==> config.mk <==
export PLATFORM = sky130hd
export DESIGN_NAME = fphub_sqrt_arbiter_flat
export DESIGN_NICKNAME = d
export VERILOG_FILES = /design/src/rtl/fphub_sqrt_arbiter_if.sv /design/src/rtl/fphub_sqrt_arbiter.sv /design/src/flat_wrapper.sv
export SDC_FILE = /design/constraint.sdc
export NUM_CORES = 1
export LEC_CHECK = 0
export BUFFER_PORTS_ARGS = -buffer_cell sky130_fd_sc_hd__buf_2
export CORE_MARGIN = 4
export CORE_UTILIZATION = 46
export CTS_CLUSTER_DIAMETER = 80
export DETAILED_ROUTE_END_ITERATION = 12
export PLACE_DENSITY = 0.82
export SETUP_SLACK_MARGIN = 0.02
export SKIP_CTS_REPAIR_TIMING = 1
export SYNTH_ARGS = -nofsm -noshare
export SYNTH_HDL_FRONTEND = slang
export SYNTH_SLANG_ARGS = --single-unit
==> constraint.sdc <==
create_clock -name clk -period 2.4 [get_ports clk]
set_clock_uncertainty 0.1 [all_clocks]
set_input_delay 0.24 -clock clk [delete_from_list [all_inputs] [get_ports clk]]
set_output_delay 0.24 -clock clk [all_outputs]
set_load 0.01 [all_outputs]
==> src/rtl/fphub_sqrt_arbiter_if.sv <==
// Requester-side bus of the sqrt arbiter: per-requester request and response
// handshakes plus the shared response payload.
interface fphub_sqrt_arbiter_if #(
   parameter int N = 4,
   parameter int W = 32
);
   logic [N-1:0]   req_valid;
   logic [N*W-1:0] req_x;
   logic [N-1:0]   req_ready;
   logic [N-1:0]   rsp_valid;
   logic [N-1:0]   rsp_ready;
   logic [W-1:0]   rsp_data;
   logic           rsp_err;

   modport master (
      output req_valid, req_x, rsp_ready,
      input  req_ready, rsp_valid, rsp_data, rsp_err
   );

   modport slave (
      input  req_valid, req_x, rsp_ready,
      output req_ready, rsp_valid, rsp_data, rsp_err
   );
endinterface

==> src/rtl/fphub_sqrt_arbiter.sv <==
// Round-robin arbiter sharing one FPHUB_sqrt unit among N requesters, with a
// watchdog that answers with an error response when the unit never finishes.
module fphub_sqrt_arbiter #(
   parameter int N       = 4,
   parameter int W       = 32,
   parameter int TIMEOUT = 64,
   localparam int IW     = (N > 1) ? $clog2(N) : 1,
   localparam int CW     = $clog2(TIMEOUT) + 1
) (
   input  logic                 clk,
   input  logic                 rst_l,
   fphub_sqrt_arbiter_if.slave  req,
   output logic                 busy,
   output logic [IW-1:0]        grant_id,
   output logic                 sq_start,
   output logic [W-1:0]         sq_x,
   input  logic [W-1:0]         sq_res,
   input  logic                 sq_finish,
   input  logic                 sq_computing
);

   typedef enum logic [1:0] {
      IDLE  = 2'd0,
      ISSUE = 2'd1,
      WAIT  = 2'd2,
      RESP  = 2'd3
   } state_t;

   state_t          state_reg;
   logic [IW-1:0]   ptr_reg;
   logic [IW-1:0]   grant_reg;
   logic [CW-1:0]   cnt_reg;
   logic            busy_reg;
   logic            sq_start_reg;
   logic [W-1:0]    sq_x_reg;
   logic [N-1:0]    rsp_valid_reg;
   logic [W-1:0]    rsp_data_reg;
   logic            rsp_err_reg;

   logic [W-1:0]    x_arr [N];
   logic            grant_found;
   logic [IW-1:0]   grant_idx;
   logic [IW-1:0]   cand;
   logic            grant_valid;

   generate
      for (genvar gi = 0; gi < N; gi++) begin : g_unpack
         assign x_arr[gi] = req.req_x[gi*W +: W];
      end
   endgenerate

   // First pending requester strictly after the last served one, with wrap.
   always_comb begin
      grant_found = 1'b0;
      grant_idx   = '0;
      cand        = '0;
      for (int k = 1; k <= N; k++) begin
         cand = IW'((int'(ptr_reg) + k) % N);
         if (!grant_found && req.req_valid[cand]) begin
            grant_found = 1'b1;
            grant_idx   = cand;
         end
      end
   end

   // A stale operation left running after a timeout blocks new grants.
   assign grant_valid = (state_reg == IDLE) && grant_found && !sq_computing;

   generate
      for (genvar gi = 0; gi < N; gi++) begin : g_ready
         assign req.req_ready[gi] = rst_l && grant_valid && (grant_idx == IW'(gi));
      end
   endgenerate

   always_ff @(posedge clk or negedge rst_l) begin
      if (!rst_l) begin
         state_reg     <= IDLE;
         ptr_reg       <= IW'(N - 1);
         grant_reg     <= '0;
         cnt_reg       <= '0;
         busy_reg      <= 1'b0;
         sq_start_reg  <= 1'b0;
         sq_x_reg      <= '0;
         rsp_valid_reg <= '0;
         rsp_data_reg  <= '0;
         rsp_err_reg   <= 1'b0;
      end else begin
         case (state_reg)
            IDLE: begin
               if (grant_valid) begin
                  sq_x_reg     <= x_arr[grant_idx];
                  grant_reg    <= grant_idx;
                  sq_start_reg <= 1'b1;
                  busy_reg     <= 1'b1;
                  state_reg    <= ISSUE;
               end
            end
            ISSUE: begin
               sq_start_reg <= 1'b0;
               cnt_reg      <= '0;
               state_reg    <= WAIT;
            end
            WAIT: begin
               cnt_reg <= cnt_reg + CW'(1);
               // A finish arriving on the last allowed cycle still counts as success.
               if (sq_finish) begin
                  rsp_data_reg  <= sq_res;
                  rsp_err_reg   <= 1'b0;
                  rsp_valid_reg <= N'(1) << grant_reg;
                  state_reg     <= RESP;
               end else if (cnt_reg == CW'(TIMEOUT - 1)) begin
                  rsp_data_reg  <= {W{1'b1}};
                  rsp_err_reg   <= 1'b1;
                  rsp_valid_reg <= N'(1) << grant_reg;
                  state_reg     <= RESP;
               end
            end
            RESP: begin
               if (req.rsp_ready[grant_reg]) begin
                  rsp_valid_reg <= '0;
                  ptr_reg       <= grant_reg;
                  busy_reg      <= 1'b0;
                  state_reg     <= IDLE;
               end
            end
            default: state_reg <= IDLE;
         endcase
      end
   end

   assign busy          = busy_reg;
   assign grant_id      = grant_reg;
   assign sq_start      = sq_start_reg;
   assign sq_x          = sq_x_reg;
   assign req.rsp_valid = rsp_valid_reg;
   assign req.rsp_data  = rsp_data_reg;
   assign req.rsp_err   = rsp_err_reg;

   a_ready_onehot: assert property (@(posedge clk) disable iff (!rst_l) $onehot0(req.req_ready));
   a_rsp_onehot:   assert property (@(posedge clk) disable iff (!rst_l) $onehot0(req.rsp_valid));

endmodule

==> src/flat_wrapper.sv <==
// flat-port wrapper written by rule: the top's interface ports become plain ports
module fphub_sqrt_arbiter_flat 
#(
   parameter int N       = 4,
   parameter int W       = 32,
   parameter int TIMEOUT = 64,
   localparam int IW     = (N > 1) ? $clog2(N) : 1,
   localparam int CW     = $clog2(TIMEOUT) + 1
)
  (clk, rst_l, busy, grant_id, sq_start, sq_x, sq_res, sq_finish, sq_computing, req_req_valid, req_req_x, req_rsp_ready, req_req_ready, req_rsp_valid, req_rsp_data, req_rsp_err);
  fphub_sqrt_arbiter_if #(.N(N), .W(W)) req_i ();
  input  logic clk;
  input  logic rst_l;
  output logic busy;
  output logic [IW-1:0] grant_id;
  output logic sq_start;
  output logic [W-1:0] sq_x;
  input  logic [W-1:0] sq_res;
  input  logic sq_finish;
  input  logic sq_computing;
  input wire logic [$bits(req_i.req_valid)-1:0] req_req_valid;
  input wire logic [$bits(req_i.req_x)-1:0] req_req_x;
  input wire logic [$bits(req_i.rsp_ready)-1:0] req_rsp_ready;
  output wire logic [$bits(req_i.req_ready)-1:0] req_req_ready;
  output wire logic [$bits(req_i.rsp_valid)-1:0] req_rsp_valid;
  output wire logic [$bits(req_i.rsp_data)-1:0] req_rsp_data;
  output wire logic [$bits(req_i.rsp_err)-1:0] req_rsp_err;
  assign req_i.req_valid = req_req_valid;
  assign req_i.req_x = req_req_x;
  assign req_i.rsp_ready = req_rsp_ready;
  assign req_req_ready = req_i.req_ready;
  assign req_rsp_valid = req_i.rsp_valid;
  assign req_rsp_data = req_i.rsp_data;
  assign req_rsp_err = req_i.rsp_err;
  fphub_sqrt_arbiter #(.N(N), .W(W), .TIMEOUT(TIMEOUT)) u_core (.clk(clk), .rst_l(rst_l), .req(req_i), .busy(busy), .grant_id(grant_id), .sq_start(sq_start), .sq_x(sq_x), .sq_res(sq_res), .sq_finish(sq_finish), .sq_computing(sq_computing));
endmodule
==> impl_metrics.env, run 1 <==
export IMPL_tightestPinTransition_ns=0.911
export IMPL_dr_pass1_iters=5
export IMPL_drc=0
export IMPL_netlist_instances=465
export IMPL_cp_max_fo=33
export IMPL_synth_compound_area_share_pct=24.4
export IMPL_drive_gt1_share_pct=47.1
export IMPL_syn_area_um2=4700
export IMPL_cts_tree="yes"
export IMPL_die_y_um=109
export IMPL_regToRegSetupSlack_ns=0.34
export IMPL_grt_total_usage_pct=24.6
export IMPL_synth_fa_ha_area_share_pct=1.60
export IMPL_synthArstFlopShare_pct=100
export IMPL_worstSkewPairLatency_ns=0.35
export IMPL_num_rows=36
export IMPL_cp_end_kind="primary output"
export IMPL_synth_top_family_by_area="compound AO/OA/AOI/OAI gates"
export IMPL_critPathRequiredTime_ns=2.06
export IMPL_viasPerCell=5.87
export IMPL_dp_cells=816
export IMPL_core_um2=9860
export IMPL_placed_area_um2=6050
export IMPL_numCtsBuffers=9
export IMPL_synth_xor_area_share_pct=0.186
export IMPL_clkTransAtPathRegs_ns=0.10
export IMPL_synth_nets=643
export IMPL_period_needed_ns=2.29
export IMPL_hpwl_um=11800
export IMPL_r2r_end="u_core.req.rsp_data[8]"
export IMPL_syn_avg_cell_area_um2=10.1
export IMPL_synth_edf_count=0
export IMPL_hold_start="sq_res[19]"
export IMPL_worst_r2r_path_depth=6
export IMPL_synth_mux_area_share_pct=2.82
export IMPL_die_area_um2=11900
export IMPL_wire_per_inst_um=19.2
export IMPL_grt_pass1_wl_um=23100
export IMPL_vias=4922
export IMPL_final_nets=878
export IMPL_clock_fmax_mhz=436
export IMPL_cp_endpoint="req_req_ready[0]"
export IMPL_hold_path_class="in2reg"
export IMPL_irDropWorstVdd_uv=712
export IMPL_port_buffers=248
export IMPL_ys_seq_area_share_pct=44.7
export IMPL_io_pins=249
export IMPL_cts_root_buffer="clkbuf_8"
export IMPL_power_density_nw_per_um2=1150
export IMPL_cp_startpoint="u_core.ptr_reg[1]"
export IMPL_final_cell_area_um2=6340
export IMPL_ys_flop_type="dfrtp_1"
export IMPL_grt_max_degree=72
export IMPL_path_class="reg2out"
export IMPL_timing_rr_start="u_core.state_reg[0]"
export IMPL_cp_arrival_ns=1.95
export IMPL_tns_ns=0
export IMPL_clock_sinks=84
export IMPL_drv_cap=0
export IMPL_first_global_vias=4606
export IMPL_slew_violations=0
export IMPL_antenna_found_initial=1
export IMPL_dieWidth_um=109
export IMPL_ant_nets=0
export IMPL_htreeDepth=3
export IMPL_finalHoldViolCount=0
export IMPL_period_share_pct=95.5
export IMPL_synth_simple_area_share_pct=20.2
export IMPL_grt_remaining_overflow=0
export IMPL_status="completed"
export IMPL_start_util_pct=47.7
export IMPL_finalNonFillerCells=839
export IMPL_relSlewSlack_pct=39.3
export IMPL_detail_route_wirelength_um=16100
export IMPL_rsz0062_at_grt="true"
export IMPL_ys_warn_count=0
export IMPL_ys_types=49
export IMPL_synth_ff_latch_count=84
export IMPL_startpoint_type="flop"
export IMPL_finalSetupViolCount=0
export IMPL_cts_buffer_depth=2
export IMPL_drt_iter0_drc=419
export IMPL_power_leakage_nw=2.78
export IMPL_gp_congestion=0.957
export IMPL_fill_cells=804
export IMPL_area_delta_synth_final_pct=34.8
-- per-stage QoR --
step / hold slack [ns] / setup WS [ns] / utilization (%) / total power, mW
6_report: 0.0699 / 0.108 / 64.3 / 7.30
5_1_grt: 0.0575 / 0.0000668 / 64.3 / 7.80
4_1_cts: -0.366 / 0.0718 / 63.4 / 7.23
3_5_place_dp: 0.0220 / 0.366 / 61.4 / 6.19
3_3_place_gp: 0.0188 / 0.416 / 61.4 / 6.02
2_1_floorplan: -0.156 / 0.503 / - / 4.83
-- final cells by class --
class | count | area, um2 | share of cell area (%)
Multi-Input combinational cell | 323 | 2320 | 36.7
Clock buffer | 10 | 128 | 2.01
Timing Repair Buffer | 270 | 1500 | 23.6
Clock inverter | 6 | 71.3 | 1.13
Inverter | 12 | 45.0 | 0.711
Antenna cell | 1 | 2.50 | 0.0395
Sequential cell | 84 | 2100 | 33.2
Tap cell | 133 | 166 | 2.63
-- metal layers --
layer / GRT usage (%) / vias to the layer above / routed length (um)
met3: 3.55 / 37 / 1170
met4: 9.20 / 0 / 427
met2: 43.5 / 264 / 8400
met5: 0 / - / 0
li1: - / 2244 / -
met1: 30.4 / 2377 / 6120
-- worst min path at each step --
stage                                          to  depth (start not counted)
final                     u_core.req.rsp_data[19]                          3
after global routing      u_core.req.rsp_data[28]                          3
after CTS                             u_core.busy                          1
after detailed placement  u_core.req.rsp_valid[0]                          1
after global placement                u_core.busy                          1
after floorplan                       u_core.busy                          0
-- cells by family (layout without fill, tap and decap cells) --
kind of cell    count (synthesis)  count (layout)
compound gates                129             129
flops                          84              84
xor+xnor                        1               1
buf+inv                        58             298
mux                            12              12
other cells                     0               1
simple gates                  175             175
fa+ha+maj                       6               6
-- cells in the final DEF (no fill, tap or decap), types with 6 or more instances in the layout --
cell / count
buf_2: 247
dfrtp_1: 82
nand3_1: 38
nor2_1: 37
or3_1: 35
o21a_1: 33
nand4_1: 33
a41oi_1: 32
a22oi_2: 29
buf_4: 16
inv_1: 12
o21ai_0: 11
mux2_2: 10
nand2_1: 9
clkbuf_8: 9
ha_1: 6
-- power breakdown --
| group | internal [mW] | switching (mW) | total, mW |
|---|---|---|---|
| clock network | 0.491 | 0.546 | 1.04 |
| registers | 2.08 | 0.418 | 2.50 |
| logic | 1.71 | 2.07 | 3.77 |
-- Yosys cell counts, types with 2 or more instances --
master | n | area [um2]
nand2b_1 | 5 | 31.3
nor2b_1 | 2 | 12.5
nor2_1 | 37 | 139
a41oi_1 | 32 | 280
inv_1 | 12 | 45.0
mux2i_1 | 2 | 20.0
ha_1 | 6 | 75.1
and3b_1 | 2 | 17.5
nand4_1 | 33 | 206
nor3_1 | 5 | 25.0
and3_1 | 2 | 12.5
or3_1 | 35 | 219
a22oi_1 | 3 | 22.5
buf_2 | 8 | 40.0
o211ai_1 | 3 | 22.5
mux2_2 | 10 | 113
o21a_1 | 33 | 248
nor3b_1 | 2 | 15.0
clkbuf_1 | 28 | 105
nand3_1 | 38 | 190
dfrtp_1 | 82 | 2050
buf_6 | 4 | 45.0
nand2_1 | 9 | 33.8
buf_4 | 6 | 45.0
o21ai_0 | 11 | 55.1
dfstp_2 | 2 | 52.6
a21oi_1 | 3 | 15.0
a22oi_2 | 29 | 363
-- worst max-delay path, cell delays in order (launching register included) --
cell,delay [ns]
dfstp_2,0.65
o21bai_1,0.15
a311o_2,0.22
buf_12,0.23
and3_1,0.20
buf_2,0.13
Note: power is estimated with default switching activity, not from simulation.
==> inputs of run 2 (changes only) <==
- CORE_ASPECT_RATIO: default -> 1.5
==> impl_metrics.env, run 2 (same netlist as run 1, synthesis figures left out) <==
export IMPL_relSlewSlack_pct=55.2
export IMPL_cts_root_buffer="clkbuf_16"
export IMPL_critPathRequiredTime_ns=2.06
export IMPL_gp_congestion=0.883
export IMPL_detail_route_wirelength_um=15700
export IMPL_irDropWorstVdd_uv=753
export IMPL_hold_path_class="in2reg"
export IMPL_core_um2=10100
export IMPL_dr_pass1_iters=4
export IMPL_cp_max_fo=11
export IMPL_clock_sinks=84
export IMPL_p_switching_mw=3.03
export IMPL_multi_input_area_um2=2320
export IMPL_final_nets=883
export IMPL_numCtsBuffers=9
export IMPL_mostFrequentLayoutCells="247 x buf_2, 82 x dfrtp_1, 38 x nand3_1"
export IMPL_final_common_cell="buf_2"
export IMPL_fin_total_pwr_mw=7.63
export IMPL_area_delta_synth_final_pct=36.2
export IMPL_htreeDepth=3
export IMPL_rsz0062_at_grt="false"
export IMPL_swShare_pct=39.8
export IMPL_path_class="reg2out"
export IMPL_drive_gt1_share_pct=47.6
export IMPL_dieWidth_um=90.6
export IMPL_clkPwrFrac_pct=18.7
export IMPL_crit_chain="or3b_1, a31oi_4, and3_1, buf_2"
export IMPL_cts_buffer_depth=2
export IMPL_io_pins=249
export IMPL_period_share_pct=94.8
export IMPL_clkTransAtPathRegs_ns=0.07
export IMPL_placed_area_um2=6030
export IMPL_slowest_delay_ns=0.63
export IMPL_clock_fmax_mhz=440
export IMPL_viasPerCell=6.03
export IMPL_cp_end_kind="primary output"
export IMPL_hpwl_um=11800
export IMPL_final_cell_area_um2=6400
export IMPL_port_buffers=248
export IMPL_num_rows=45
export IMPL_power_density_nw_per_um2=1190
export IMPL_cp_arrival_ns=1.93
export IMPL_startpoint_type="flop"
export IMPL_n_antenna_cell=0
export IMPL_cts_tree="yes"
export IMPL_pwr_share_seq_pct=32.8
export IMPL_grt_total_usage_pct=25.8
export IMPL_status="completed"
export IMPL_die_y_um=132
export IMPL_grt_max_degree=55
export IMPL_power_frac_comb_pct=48.5
export IMPL_regArea_um2=2100
export IMPL_worstSkewPairLatency_ns=0.33
export IMPL_slew_violations=0
export IMPL_start_util_pct=46.7
export IMPL_wire_per_inst_um=18.9
export IMPL_fin_util_pct=63.6
export IMPL_crit_slowest_cell="dfstp_2"
export IMPL_ant_nets=0
export IMPL_tightestPinTransition_ns=0.672
export IMPL_finalNonFillerCells=827
export IMPL_die_area_um2=11900
export IMPL_drt_iter0_drc=317
export IMPL_finalSetupViolCount=0
export IMPL_first_global_vias=5090
export IMPL_vias=4983
export IMPL_power_leakage_nw=2.83
export IMPL_dp_cells=804
export IMPL_intPower_mw=4.59
export IMPL_finalHoldViolCount=0
export IMPL_antenna_found_initial=0
export IMPL_drc=0
export IMPL_grt_remaining_overflow=0
export IMPL_drv_cap=0
export IMPL_fill_cells=819
export IMPL_period_needed_ns=2.27
export IMPL_grt_pass1_wl_um=25200
## run 2: final timing paths
kind / startpoint / end / slack [ns] / cells past startpoint
worst max-delay path: u_core.ptr_reg[0] / req_req_ready[3] / 0.13 / 4
worst min-delay path: sq_res[18] / u_core.req.rsp_data[18] / 0.1 / 3
max in group asynchronous: rst_l / u_core.req.rsp_valid[2] / 0.85 / 3
worst max register to register: u_core.ptr_reg[1] / u_core.sq_x[1] / 0.24 / 5
worst min register to register: u_core.req.rsp_data[11] / u_core.req.rsp_data[11] / 0.39 / 1
min in group asynchronous: rst_l / u_core.sq_x[26] / 0.30 / 2
## run 2: final cells by class
| class | instances | share of cell area (%) |
|---|---|---|
| Clock buffer | 10 | 3.73 |
| Tap cell | 117 | 2.29 |
| Timing Repair Buffer | 275 | 23.0 |
| Multi-Input combinational cell | 323 | 36.3 |
| Clock inverter | 6 | 1.11 |
| Sequential cell | 84 | 32.9 |
| Inverter | 12 | 0.703 |
## run 2: metrics by stage
stage          setup slack (ns)  TNS (ns)  hold WS, ns
6_report                  0.125         0       0.0968
5_1_grt                  0.0536         0       0.0963
3_5_place_dp              0.237         0        0.115
3_3_place_gp              0.353         0        0.109
4_1_cts                -0.00126  -0.00247       -0.249
2_1_floorplan             0.503         0       -0.156
## run 2: power by group through the flow
| stage | Combinational (mW) | Sequential, mW | Clock (mW) |
|---|---|---|---|
| finish | 3.70 | 2.50 | 1.43 |
| detailed placement | 3.64 | 2.52 | 0 |
| global placement | 3.50 | 2.48 | 0 |
| floorplan | 2.10 | 2.73 | 0 |
| CTS | 3.66 | 2.49 | 1.46 |
| global route | 4.04 | 2.59 | 1.52 |
## run 2: worst max-delay path: cells and delay by family (launching register included)
kind            cells  cell delay (ns)
flops               1             0.63
simple gates        2             0.60
compound gates      1             0.24
buf+inv             1             0.13
## run 2: routing by layer
metal  routed length [um]  track usage [%]  vias to the layer above
met5                    0                0                        -
met4                  598             11.3                        0
met3                 1130             4.74                       58
met2                 8220             45.3                      283
met1                 5710             30.4                     2389
li1                     -                -                     2253
==> inputs of run 3 (changes only) <==
- BUFFER_PORTS_ARGS: -buffer_cell sky130_fd_sc_hd__buf_2 -> default
- CORE_UTILIZATION: 46 -> 57
- DONT_BUFFER_PORTS: default -> 1
- PLACE_DENSITY: 0.82 -> 0.72
==> impl_metrics.env, run 3 (same netlist as run 1, synthesis figures left out) <==
export IMPL_grt_pass1_wl_um=20700
export IMPL_worst_r2r_path_depth=8
export IMPL_grt_total_usage_pct=27.6
export IMPL_grt_met2_usage_pct=45.6
export IMPL_tightestPinTransition_ns=0.508
export IMPL_slew_violations=0
export IMPL_r2r_end="u_core.grant_id[1]"
export IMPL_place_ws_ns=0.240
export IMPL_dieWidth_um=82.2
export IMPL_io_pins=249
export IMPL_crit_slowest_cell="dfstp_2"
export IMPL_hold_depth=2
export IMPL_cp_end_kind="primary output"
export IMPL_startpoint_type="flop"
export IMPL_cts_root_buffer="clkbuf_16"
export IMPL_rsz0062_at_grt="false"
export IMPL_grtUsageMet3_pct=11.4
export IMPL_drc=0
export IMPL_slowest_delay_ns=0.62
export IMPL_cts_tree="yes"
export IMPL_ant_nets=0
export IMPL_fin_util_pct=65.2
export IMPL_whs_endpoint="u_core.sq_x[11]"
export IMPL_finalSetupViolCount=0
export IMPL_grt_remaining_overflow=0
export IMPL_cts_buffer_depth=2
export IMPL_worstSkewPairLatency_ns=0.33
export IMPL_port_buffers=0
export IMPL_placed_area_um2=4760
export IMPL_start_util_pct=58.7
export IMPL_num_rows=40
export IMPL_final_cell_area_um2=5220
export IMPL_clock_fmax_mhz=436
export IMPL_final_common_cell="dfrtp_1"
export IMPL_period_share_pct=95.5
export IMPL_hold_start="req_req_x[43]"
export IMPL_fin_total_pwr_mw=7.15
export IMPL_antenna_found_initial=0
export IMPL_wire_per_inst_um=24.5
export IMPL_first_global_vias=3979
export IMPL_worst_slack_ns=0.108
export IMPL_tns_ns=0
export IMPL_cp_max_fo=11
export IMPL_relSlewSlack_pct=65.9
export IMPL_regToRegSetupSlack_ns=0.14
export IMPL_detail_route_wirelength_um=13800
export IMPL_top_usage_layer="met2"
export IMPL_drive_gt1_share_pct=17.9
export IMPL_status="completed"
export IMPL_timing_rr_start="u_core.state_reg[0]"
export IMPL_grt_max_degree=88
export IMPL_gr_usage_met1_pct=29.9
export IMPL_path_class="reg2out"
export IMPL_cp_arrival_ns=1.95
export IMPL_clkTransAtPathRegs_ns=0.06
export IMPL_dr_pass1_iters=4
export IMPL_irDropWorstVdd_uv=753
export IMPL_n_antenna_cell=0
export IMPL_mostFrequentLayoutCells="82 x dfrtp_1, 38 x nand3_1, 37 x nor2_1"
export IMPL_core_um2=8010
export IMPL_crit_chain="or3b_1, a31oi_4, buf_6, and3_1"
export IMPL_hpwl_um=9790
export IMPL_drt_iter0_drc=241
export IMPL_viasPerCell=7.05
export IMPL_die_y_um=119
export IMPL_final_nets=631
export IMPL_power_density_nw_per_um2=1370
export IMPL_vias=3971
export IMPL_critPathRequiredTime_ns=2.06
export IMPL_hold_path_class="in2reg"
export IMPL_period_needed_ns=2.29
export IMPL_die_area_um2=9800
export IMPL_gp_congestion=0.830
export IMPL_finalHoldViolCount=0
export IMPL_power_leakage_nw=1.89
export IMPL_area_delta_synth_final_pct=10.9
export IMPL_numCtsBuffers=9
export IMPL_cp_startpoint="u_core.ptr_reg[0]"
export IMPL_clock_sinks=84
export IMPL_drv_cap=0
export IMPL_htreeDepth=3
-- run 3: cell type report --
class / count / area, um2
clock buffers: 12 / 256
clock inverters: 4 / 95.1
fillers: 659 / 2790
inverters: 12 / 45.0
multi-input cells: 323 / 2320
flip-flops and latches: 84 / 2100
well taps: 105 / 131
repair buffers: 23 / 260
-- run 3: per-stage QoR --
step	hold WS (ns)	std cells
after floorplan	-0.156	465
after global placement	-0.153	538
after detailed placement	-0.152	538
after CTS	-0.516	554
after global routing	0.00104	563
final	0.00535	563
-- run 3: where the power goes --
part           internal (mW)  switching, mW  total (mW)
Clock                   1.07          0.542        1.61
Sequential              2.08          0.879        2.96
Combinational           1.20           1.37        2.57
-- run 3: worst max-delay path: cells and delay by family (launching register included) --
kind,cells,cell delay (ns)
AOI/OAI and AO/OA,1,0.21
buffers and inverters,1,0.17
DFF,1,0.62
and+or+nand+nor,2,0.63
-- run 3: worst max path at each step --
stage | end | slack, ns | depth (start not counted)
after CTS | req_req_ready[3] | -0.03 | 4
final | req_req_ready[3] | 0.11 | 4
after global routing | u_core.grant_id[1] | 0.02 | 8
after global placement | u_core.req.rsp_data[31] | 0.32 | 6
after detailed placement | u_core.req.rsp_data[11] | 0.24 | 6
after floorplan | req_req_ready[1] | 0.50 | 6
-- run 3: routing by layer --
layer / part of all wire [%] / wire, um
met1: 34 / 4740
met2: 50 / 6850
met3: 12 / 1610
met4: 4.3 / 598
met5: 0 / 0
